`config.mk`:
```
export PLATFORM = sky130hd
export DESIGN_NAME = bit_serializer
export DESIGN_NICKNAME = d
export VERILOG_FILES = /design/src/rtl/serializer_pkg.sv /design/src/rtl/bit_serializer.sv
export SDC_FILE = /design/constraint.sdc
export NUM_CORES = 1
export LEC_CHECK = 0
export ABC_CLOCK_PERIOD_IN_PS = 4500
export CAP_MARGIN = 20
export CORE_MARGIN = 1.5
export CORE_UTILIZATION = 55
export DETAILED_ROUTE_END_ITERATION = 10
export PLACE_DENSITY = 0.81
export RECOVER_POWER = 25
export SLEW_MARGIN = 20
export SYNTH_ARGS = -nofsm -noshare
export SYNTH_HDL_FRONTEND = slang
export SYNTH_SLANG_ARGS = --single-unit
```
`constraint.sdc`:
```
create_clock -name clk -period 4.5 [get_ports clk]
set_clock_uncertainty 0.15 [all_clocks]
set_input_delay 0.9 -clock clk [delete_from_list [all_inputs] [get_ports clk]]
set_output_delay 0.9 -clock clk [all_outputs]
set_load 0.005 [all_outputs]
```
`src/rtl/serializer_pkg.sv`:
```
// Shared types and defaults for the bit serializer.
package serializer_pkg;

  localparam int DEFAULT_WIDTH = 8;
  localparam int DEFAULT_GAP   = 1;

  typedef enum logic [1:0] {
    IDLE   = 2'd0,
    SHIFT  = 2'd1,
    PARITY = 2'd2,
    GAP    = 2'd3
  } state_t;

endpackage

```
`src/rtl/bit_serializer.sv`:
```
// LSB-first parallel-to-serial converter with an idle gap after each frame.
// Optional even-parity bit after the data bits when SERIALIZER_PARITY_EN is defined.
module bit_serializer
  import serializer_pkg::*;
#(
  parameter int WIDTH = DEFAULT_WIDTH,
  parameter int GAP   = DEFAULT_GAP
) (
  input  logic             clk,
  input  logic             reset,
  input  logic [WIDTH-1:0] data_in,
  input  logic             valid,
  output logic             ready,
  output logic             X,
  output logic             busy,
  output logic             last,
  output logic [1:0]       state_dbg
);

  localparam int CW = $clog2(WIDTH);
  localparam logic [CW-1:0] LAST_CNT   = CW'(WIDTH - 1);
  localparam logic [CW-1:0] PENULT_CNT = CW'(WIDTH - 2);
  localparam logic [3:0]    GAP_LAST   = 4'(GAP - 1);

  // Handshake: a word transfers on a rising edge where valid && ready; ready is
  // high only in IDLE, so valid and data_in are ignored while a frame or gap runs.

  serializer_pkg::state_t state_q, state_d;
  logic [WIDTH-1:0] shreg_q, shreg_d;
  logic [CW-1:0]    cnt_q, cnt_d;
  logic [3:0]       gcnt_q, gcnt_d;
  logic             x_q, x_d;
  logic             last_q, last_d;
  logic             busy_q, busy_d;
  logic             ready_q, ready_d;
  logic             frame_done;
`ifdef SERIALIZER_PARITY_EN
  logic             par_q, par_d;
`endif

  always_comb begin
    state_d    = state_q;
    shreg_d    = shreg_q;
    cnt_d      = cnt_q;
    gcnt_d     = gcnt_q;
    x_d        = x_q;
    last_d     = last_q;
    busy_d     = busy_q;
    ready_d    = ready_q;
    frame_done = 1'b0;
`ifdef SERIALIZER_PARITY_EN
    par_d      = par_q;
`endif
    case (state_q)
      serializer_pkg::IDLE: begin
        if (valid) begin
          state_d = serializer_pkg::SHIFT;
          shreg_d = data_in;
          x_d     = data_in[0];
          cnt_d   = '0;
          last_d  = 1'b0;
          busy_d  = 1'b1;
          ready_d = 1'b0;
`ifdef SERIALIZER_PARITY_EN
          par_d   = ^data_in;
`endif
        end
      end
      serializer_pkg::SHIFT: begin
        if (cnt_q == LAST_CNT) begin
`ifdef SERIALIZER_PARITY_EN
          state_d = serializer_pkg::PARITY;
          x_d     = par_q;
          last_d  = 1'b1;
`else
          frame_done = 1'b1;
`endif
        end else begin
          // Rotating keeps every captured bit live; the next bit lands in bit 0.
          shreg_d = {shreg_q[0], shreg_q[WIDTH-1:1]};
          x_d     = shreg_d[0];
          cnt_d   = cnt_q + 1'b1;
          last_d  = (cnt_q == PENULT_CNT);
        end
      end
`ifdef SERIALIZER_PARITY_EN
      serializer_pkg::PARITY: begin
        frame_done = 1'b1;
      end
`endif
      serializer_pkg::GAP: begin
        if (gcnt_q == GAP_LAST) begin
          state_d = serializer_pkg::IDLE;
          busy_d  = 1'b0;
          ready_d = 1'b1;
        end else begin
          gcnt_d = gcnt_q + 4'd1;
        end
      end
      default: begin
        state_d = serializer_pkg::IDLE;
        x_d     = 1'b0;
        last_d  = 1'b0;
        busy_d  = 1'b0;
        ready_d = 1'b1;
      end
    endcase

    if (frame_done) begin
      x_d    = 1'b0;
      last_d = 1'b0;
      if (GAP > 0) begin
        state_d = serializer_pkg::GAP;
        gcnt_d  = 4'd0;
      end else begin
        state_d = serializer_pkg::IDLE;
        busy_d  = 1'b0;
        ready_d = 1'b1;
      end
    end
  end

  always_ff @(posedge clk or posedge reset) begin
    if (reset) begin
      state_q <= serializer_pkg::IDLE;
      shreg_q <= '0;
      cnt_q   <= '0;
      gcnt_q  <= 4'd0;
      x_q     <= 1'b0;
      last_q  <= 1'b0;
      busy_q  <= 1'b0;
      ready_q <= 1'b1;
`ifdef SERIALIZER_PARITY_EN
      par_q   <= 1'b0;
`endif
    end else begin
      state_q <= state_d;
      shreg_q <= shreg_d;
      cnt_q   <= cnt_d;
      gcnt_q  <= gcnt_d;
      x_q     <= x_d;
      last_q  <= last_d;
      busy_q  <= busy_d;
      ready_q <= ready_d;
`ifdef SERIALIZER_PARITY_EN
      par_q   <= par_d;
`endif
    end
  end

  assign X         = x_q;
  assign last      = last_q;
  assign busy      = busy_q;
  assign ready     = ready_q;
  assign state_dbg = state_q;

endmodule
```
* Word level (Yosys, flattened, before mapping)
Index checks and enable logic that the tools add are counted.
** Word-level totals
- Memories kept :: 0
- Latch bits :: 0
- Register bits :: 21
- Memory bits (read-only) :: 0
- Bits in writable memories :: 0
** Cells by class
- $add $sub $neg :: 2
- Bitwise logic cells :: 1
- Multiplexer cells :: 28
- Divide/modulo/power cells :: 0
- Shift operators :: 0
- Equal/unequal tests :: 13
- Multipliers :: 0
- Order comparisons :: 0
- Reductions and logical operators :: 9
** Operators with widths (count)
- 2-to-1 mux 8 bit :: 2
- case mux 8 bit (2 select lines) :: 1
- 2-to-1 mux 4 bit :: 3
- != test 2 bit (second input constant) :: 6
- case mux 1 bit (3 select lines) :: 4
- AND reduction 3 bit :: 4
- 2-to-1 mux 1 bit :: 11
- != test 3 bit (second input constant) :: 3
- equality test 3 bit (second input constant) :: 2
- 2-to-1 mux 2 bit :: 3
- 2-to-1 mux 3 bit :: 2
- case mux 2 bit (3 select lines) :: 1
- case mux 3 bit (2 select lines) :: 1
- adder 4 x 1 -> 4 bit (second input constant) :: 1
- logical NOT 4 bit :: 1
- nonzero test 2 bit :: 2
- adder 3 x 1 -> 3 bit (second input constant) :: 1
- equality test 2 x 1 -> 1 bit (second input constant) :: 1
- equality test 2 bit (second input constant) :: 1
- logical NOT 2 bit :: 1
- AND reduction 2 bit :: 1
- NOT 1 bit :: 1

* Longest topological paths before layout
Gate-level depths: netlist of run 1.
- Depth in word-level cells :: 5
- Mapped depth :: 5
- Gate-level depth less buffers :: 5

* Worst setup path before layout of run 1
Ideal clock, no wire load.
- Kind :: input to register
- From :: input valid
- To :: register cnt_q[1]
- Slack :: 2.534 ns
- Arrival time :: 1.691 ns
- Buffers on the path :: 0
- Stages :: 3
- Data required time :: 4.225 ns
- Cells stage by stage :: nor2_1 > a211oi_4 > mux2_2
** Between the ends
- Cells in the longest elaborated chain, start to end :: 2
** RTL lines
- start: declaration :: line bit_serializer.sv:12 : input logic valid,
- != test 2 bit (no source line)
- AND reduction 3 bit (no source line)
- end signal: assignment :: line bit_serializer.sv:139 : cnt_q <= cnt_d;
- end: declaration :: line bit_serializer.sv:30 : logic [CW-1:0] cnt_q, cnt_d;
Every way passes these cells.
A chain may end at the register's enable or synchronous reset.

* Worst setup path after layout of run 1
- From :: register state_q[1], in the netlist state_dbg[1]
- To :: output state_dbg[1]
** RTL lines
- start: declaration :: line bit_serializer.sv:28 : serializer_pkg::state_t state_q, state_d;
- start signal: assignment :: line bit_serializer.sv:125 : state_q <= serializer_pkg::IDLE;
- start signal: assignment :: line bit_serializer.sv:137 : state_q <= state_d;
- end: declaration :: line bit_serializer.sv:17 : output logic [1:0] state_dbg
No word-level cell between the ends.

==> reports/qor.yml, run 1 <==
p_int_uw: 536
via_count: 783
area.growth.synth_to_final_pct: 18.4
grt_pass1_vias: 792
synth_top_area_cell: "dfrtp_1"
ys.flop_type: "dfrtp_1"
final_cells: 143
cts-buffers-inserted: 3
die_w_um: 47.7
cp-start-kind: "register"
maxSlewViolCount: 0
die-area_um2: 2280
yosys.cell_types.count: 26
post_cts_resize_count: 0
first_pass_iters: 5
end_kind: "output pin"
syn_area_per_cell_um2: 11.0
post_cts_buffers: 0
async_reset_ff_share_pct: 100
die_h_um: 47.7
grt_max_degree: 22
clk_pin_slew_ps: 120
ir_worst_vdd_uv: 388
setup_viol: 0
fin_nets: 133
yosysTopAreaCellShare_pct: 45.5
hp-class: "reg -> reg"
power_density_nw_per_um2: 627
wl_um: 2000
cp_max_fo: 19
netlist_area_um2: 1100
wire_per_inst_um: 14.0
timing.fmax_mhz: 371
critical-path-top-delay-family: "flip-flops"
start_util_pct: 57.3
crit_arrival_ps: 1640
antenna_found_initial: 0
dp_cells: 139
fill_cells: 168
p_leak_uw: 0.000573
finalHoldViolCount: 0
worst_pin_slew_ps: 793
cts_max_level: 1
synth_edf_count: 0
p_comb_share_pct: 46.6
drc: 0
ys_warn_count: 0
worstPathCellList: "clkdlybuf4s50_1"
yosysMostFrequentCell: "dfrtp_1"
critPathMaxStageDelay_ps: 720
critPathSlowestCell: "dfrtp_1"
postRouteAntennaNets: 0
p_clk_share_pct: 11.3
vias_per_cell: 5.48
core_um2: 1920
status: "finished clean"
final.setup.tns_ps: 0
synth_nets: 116
whs_ps: 369
netlist_instances: 100
diodes: 0
worst-path-buf-inv: 1
post-route-period-util_pct: 59.8
relSlewSlack_pct: 47.1
holdBufCountCts: 0
pin_count: 17
yosys-top-cells-area: "dfrtp_1 45%, mux2_2 16%, ha_1 5.7%"
switching_share_pct: 34.4
synthTopCellsByCount: "20 x dfrtp_1, 16 x mux2_2, 10 x nand2_1"
p_switching_uw: 281
max-cap-violations: 0
drtIter0Drc: 14
cts_root_buf: "clkbuf_4"
rows: 16
critPathRequiredTime_ps: 3450
port_buffers: 16
cts_tree: "yes"
dp.final_hpwl_um: 1460
drive_gt1_share_pct: 19.8
grt_first_pass_wirelength_um: 3280
fin_crit_ps: 2690
rsz0062_at_grt: "no"
clock_sinks: 21
cts_buffer_depth: 2
yosysSeqAreaShare_pct: 47.8
overflow: 0
ys_ff_latch: 21
grt.total_usage_pct: 20.9
pwr-share-seq_pct: 42.1
path_class: "reg -> out"
clock_latency_ps: 310
routabilityCongestion: 0.702
==> worst register-to-register path: stages, from the launching register on <==
cell      delay [ps]
dfrtp_1          720
nand2b_1         450
mux2_2           380
mux2_2           260
==> metrics by stage <==
| stage | worst slack, ps | util [%] | total power [uW] | area [um2] |
|---|---|---|---|---|
| after floorplan | 2530 | - | 624 | 1100 |
| after global placement | 1850 | 66.4 | 711 | 1280 |
| after detailed placement | 1820 | 66.4 | 731 | 1280 |
| after CTS | 1820 | 67.8 | 824 | 1300 |
| after global routing | 1730 | 67.8 | 879 | 1300 |
| final | 1810 | 67.8 | 817 | 1300 |
==> layout by cell type (no fill, tap or decap), types with 2 or more instances in the layout <==
cell	n
dfrtp_1	20
mux2_2	16
clkdlybuf4s50_1	14
nand2_1	10
o21ai_0	8
inv_1	8
ha_1	5
nor2_1	4
nand3_1	3
o311ai_0	3
a22o_1	3
clkbuf_4	3
nand2b_1	2
a21oi_1	2
dlygate4sd3_1	2
==> path summary, 6_finish.rpt <==
check | from | to | slack, ps | depth (start not counted)
setup / recovery | state_dbg[1] | state_dbg[1] | 1810 | 1
hold / removal | shreg_q[0] | shreg_q[0] | 370 | 1
setup reg to reg | state_dbg[1] | shreg_q[3] | 2430 | 3
hold reg to reg | shreg_q[0] | shreg_q[0] | 370 | 1
max in group asynchronous | reset | cnt_q[1] | 2700 | 2
min in group asynchronous | reset | shreg_q[6] | 1010 | 2
==> sequential cells by signal, summed over array words and instances (netlist names) <==
signal     flops
shreg_q        8
gcnt_q         4
cnt_q          3
state_dbg      2
X              1
busy           1
last           1
ready          1
==> power groups by stage <==
stage	Clock [uW]	Sequential, uW	Combinational [uW]
2_1_floorplan	0	311	313
3_3_place_gp	0	341	370
3_5_place_dp	0	346	385
4_1_cts	94.7	343	387
5_1_grt	101	354	423
6_report	92.0	344	381
==> layout make-up <==
type,count,area [um2],share of cell area (%)
flip-flops and latches,21,527,40.4
multi-input cells,67,526,40.3
repair buffers,16,160,12.3
well taps,27,33.8,2.59
inverters,8,30.0,2.30
clock buffers,3,22.5,1.73
clock inverters,1,5.00,0.384
==> cell families (layout without fill, tap and decap cells) <==
| group | Yosys count | after routing | synth area share [%] |
|---|---|---|---|
| DFF | 21 | 21 | 47.8 |
| adders and majority gates | 5 | 5 | 5.68 |
| buffers and inverters | 12 | 28 | 4.43 |
| muxes | 17 | 17 | 17.3 |
| AOI/OAI and AO/OA | 21 | 21 | 14.2 |
| and+or+nand+nor | 24 | 24 | 10.6 |
==> layer usage <==
layer / global-route usage [%] / share of wire (%)
met5: 0 / 0
met4: 8.11 / 1.6
met3: 3.40 / 2.7
met2: 36.8 / 50
met1: 25.4 / 46
Note: power is estimated with default switching activity, not from simulation.
==> run 2: changes to the inputs <==
- ABC_CLOCK_PERIOD_IN_PS: 4500 -> 2550
- CORE_UTILIZATION: 55 -> 52
- PLACE_DENSITY: 0.81 -> 0.77
- clock period: 4.5 -> 2.55 ns (I/O delays scaled with it)
==> reports/qor.yml, run 2 (synthesis results as in run 1) <==
status: "finished clean"  # unchanged
crit_arrival_ps: 1480  # was 1640 ps
grt_busiest_layer: "met2"  # unchanged
die_h_um: 49.0  # was 47.7 um
vias_per_cell: 5.37  # was 5.48
antenna_found_initial: 0  # unchanged
postPlaceCellArea_um2: 1300  # was 1280 um2
dp.final_hpwl_um: 1460  # about the same
use_met3_pct: 3.37  # was 3.40%
end_kind: "output pin"  # unchanged
finalHoldViolCount: 0  # unchanged
worst-path-buf-inv: 1  # unchanged
fin_nets: 136  # was 133
grt_pass1_vias: 783  # was 792
rsz0062_at_grt: "no"  # unchanged
overflow: 0  # unchanged
diodes: 0  # unchanged
cts_buffer_depth: 2  # unchanged
critPathMaxStageDelay_ps: 600  # was 720 ps
wl_um: 1990  # was 2000 um
maxSlewViolCount: 0  # unchanged
worstPathCellList: "clkdlybuf4s50_1"  # unchanged
critPathRequiredTime_ps: 1890  # was 3450 ps
hp-class: "reg -> reg"  # unchanged
clock_sinks: 21  # unchanged
drc: 0  # unchanged
post-route-period-util_pct: 84.0
cts_max_level: 1  # unchanged
final_cells: 146  # was 143
cts-buffers-inserted: 3  # unchanged
first_pass_iters: 4  # was 5
setup_viol: 0  # unchanged
pin_count: 17  # unchanged
postRouteAntennaNets: 0  # unchanged
max-cap-violations: 0  # unchanged
via_count: 784  # was 783
routabilityCongestion: 0.739  # was 0.702
port_buffers: 16  # unchanged
timing.fmax_mhz: 467
path_class: "reg -> out"  # unchanged
rows: 16  # unchanged
power_density_nw_per_um2: 1100  # was 627 nW/um2
wire_per_inst_um: 13.6  # was 14.0 um
cp_max_fo: 10  # was 19
cts_root_buf: "clkbuf_4"  # unchanged
holdBufCountCts: 0  # unchanged
final_cell_mix: "20 x dfrtp_1, 16 x mux2_2, 15 x clkdlybuf4s50_1"  # was 20 x dfrtp_1, 16 x mux2_2, 14 x clkdlybuf4s50_1
final.setup.tns_ps: 0  # unchanged
use_met2_pct: 29.2  # was 36.8%
use_met1_pct: 25.3  # was 25.4%
relSlewSlack_pct: 25.1  # was 47.1%
largest_reg_flops: 8  # unchanged
cp-start-kind: "register"  # unchanged
area.growth.synth_to_final_pct: 20.1  # was 18.4%
core_um2: 1980  # was 1920 um2
die-area_um2: 2400  # was 2280 um2
finalInstanceArea_um2: 1320  # was 1300 um2
fin_crit_ps: 2140
post_cts_resize_count: 0  # unchanged
regMostFlops: "shreg_q"  # unchanged
grt_max_degree: 22  # unchanged
ir_worst_vdd_uv: 757  # was 388 uV
cts_tree: "yes"  # unchanged
grt_first_pass_wirelength_um: 3500  # was 3280 um
largestRegisters: "shreg_q x8, gcnt_q x4, cnt_q x3"  # unchanged
grt.total_usage_pct: 19.1  # was 20.9%
worst_pin_slew_ps: 1120  # was 793 ps
die_w_um: 49.0  # was 47.7 um
p_leak_uw: 0.000584  # was 0.000573 uW
critical-path-top-delay-family: "flip-flops"  # unchanged
drive_gt1_share_pct: 21.0  # was 19.8%
clock_latency_ps: 300  # was 310 ps
final_common_cell: "dfrtp_1"  # unchanged
start_util_pct: 55.6  # was 57.3%
critPathSlowestCell: "dfrtp_1"  # unchanged
drtIter0Drc: 22  # was 14
post_cts_buffers: 0  # unchanged
dp_cells: 142  # was 139
clk_pin_slew_ps: 120  # about the same
==> run 2: cell count changes in the layout (fill, tap and decap cells not counted), sizes merged <==
cell           change
buf                +2
clkbuf             +1
clkdlybuf4s50      +1
dlygate4sd3        -1
==> run 2: layer usage <==
metal  share of wire [%]  vias up  wire length [um]
li1                    -      390                 -
met1                  46      374               922
met2                  49       16               974
met3                 3.2        4                63
met4                 1.4        0                28
met5                   0        -                 0
==> run 2: final timing paths <==
check / from / endpoint / slack, ps / cells after the start
hold reg to reg: shreg_q[4] / shreg_q[4] / 380 / 1
min in group asynchronous: reset / shreg_q[2] / 830 / 3
hold / removal: shreg_q[4] / shreg_q[4] / 380 / 1
setup / recovery: state_dbg[0] / state_dbg[0] / 410 / 1
setup reg to reg: cnt_q[1] / shreg_q[7] / 550 / 4
max in group asynchronous: reset / gcnt_q[2] / 750 / 3
==> run 2: area by class of cell <==
| cell class | instances | area, um2 |
|---|---|---|
| fillers | 156 | 659 |
| flip-flops and latches | 21 | 527 |
| multi-input cells | 67 | 526 |
| repair buffers | 19 | 179 |
| well taps | 27 | 33.8 |
| inverters | 8 | 30.0 |
| clock buffers | 3 | 22.5 |
| clock inverters | 1 | 5.00 |
==> run 2: metrics by stage <==
step	hold slack [ps]	total power, uW	setup WS, ps	utilization (%)
after floorplan	319	1100	711	-
after global placement	337	1280	293	65.5
after detailed placement	342	1310	266	65.5
after CTS	369	1470	395	66.9
after global routing	395	1570	344	66.7
final	375	1460	408	66.7
==> run 2: report_power, final <==
| part | total (uW) | internal [uW] | switching (uW) |
|---|---|---|---|
| Combinational | 729 | 426 | 303 |
| Clock | 159 | 58.5 | 100 |
| Sequential | 571 | 476 | 95.1 |
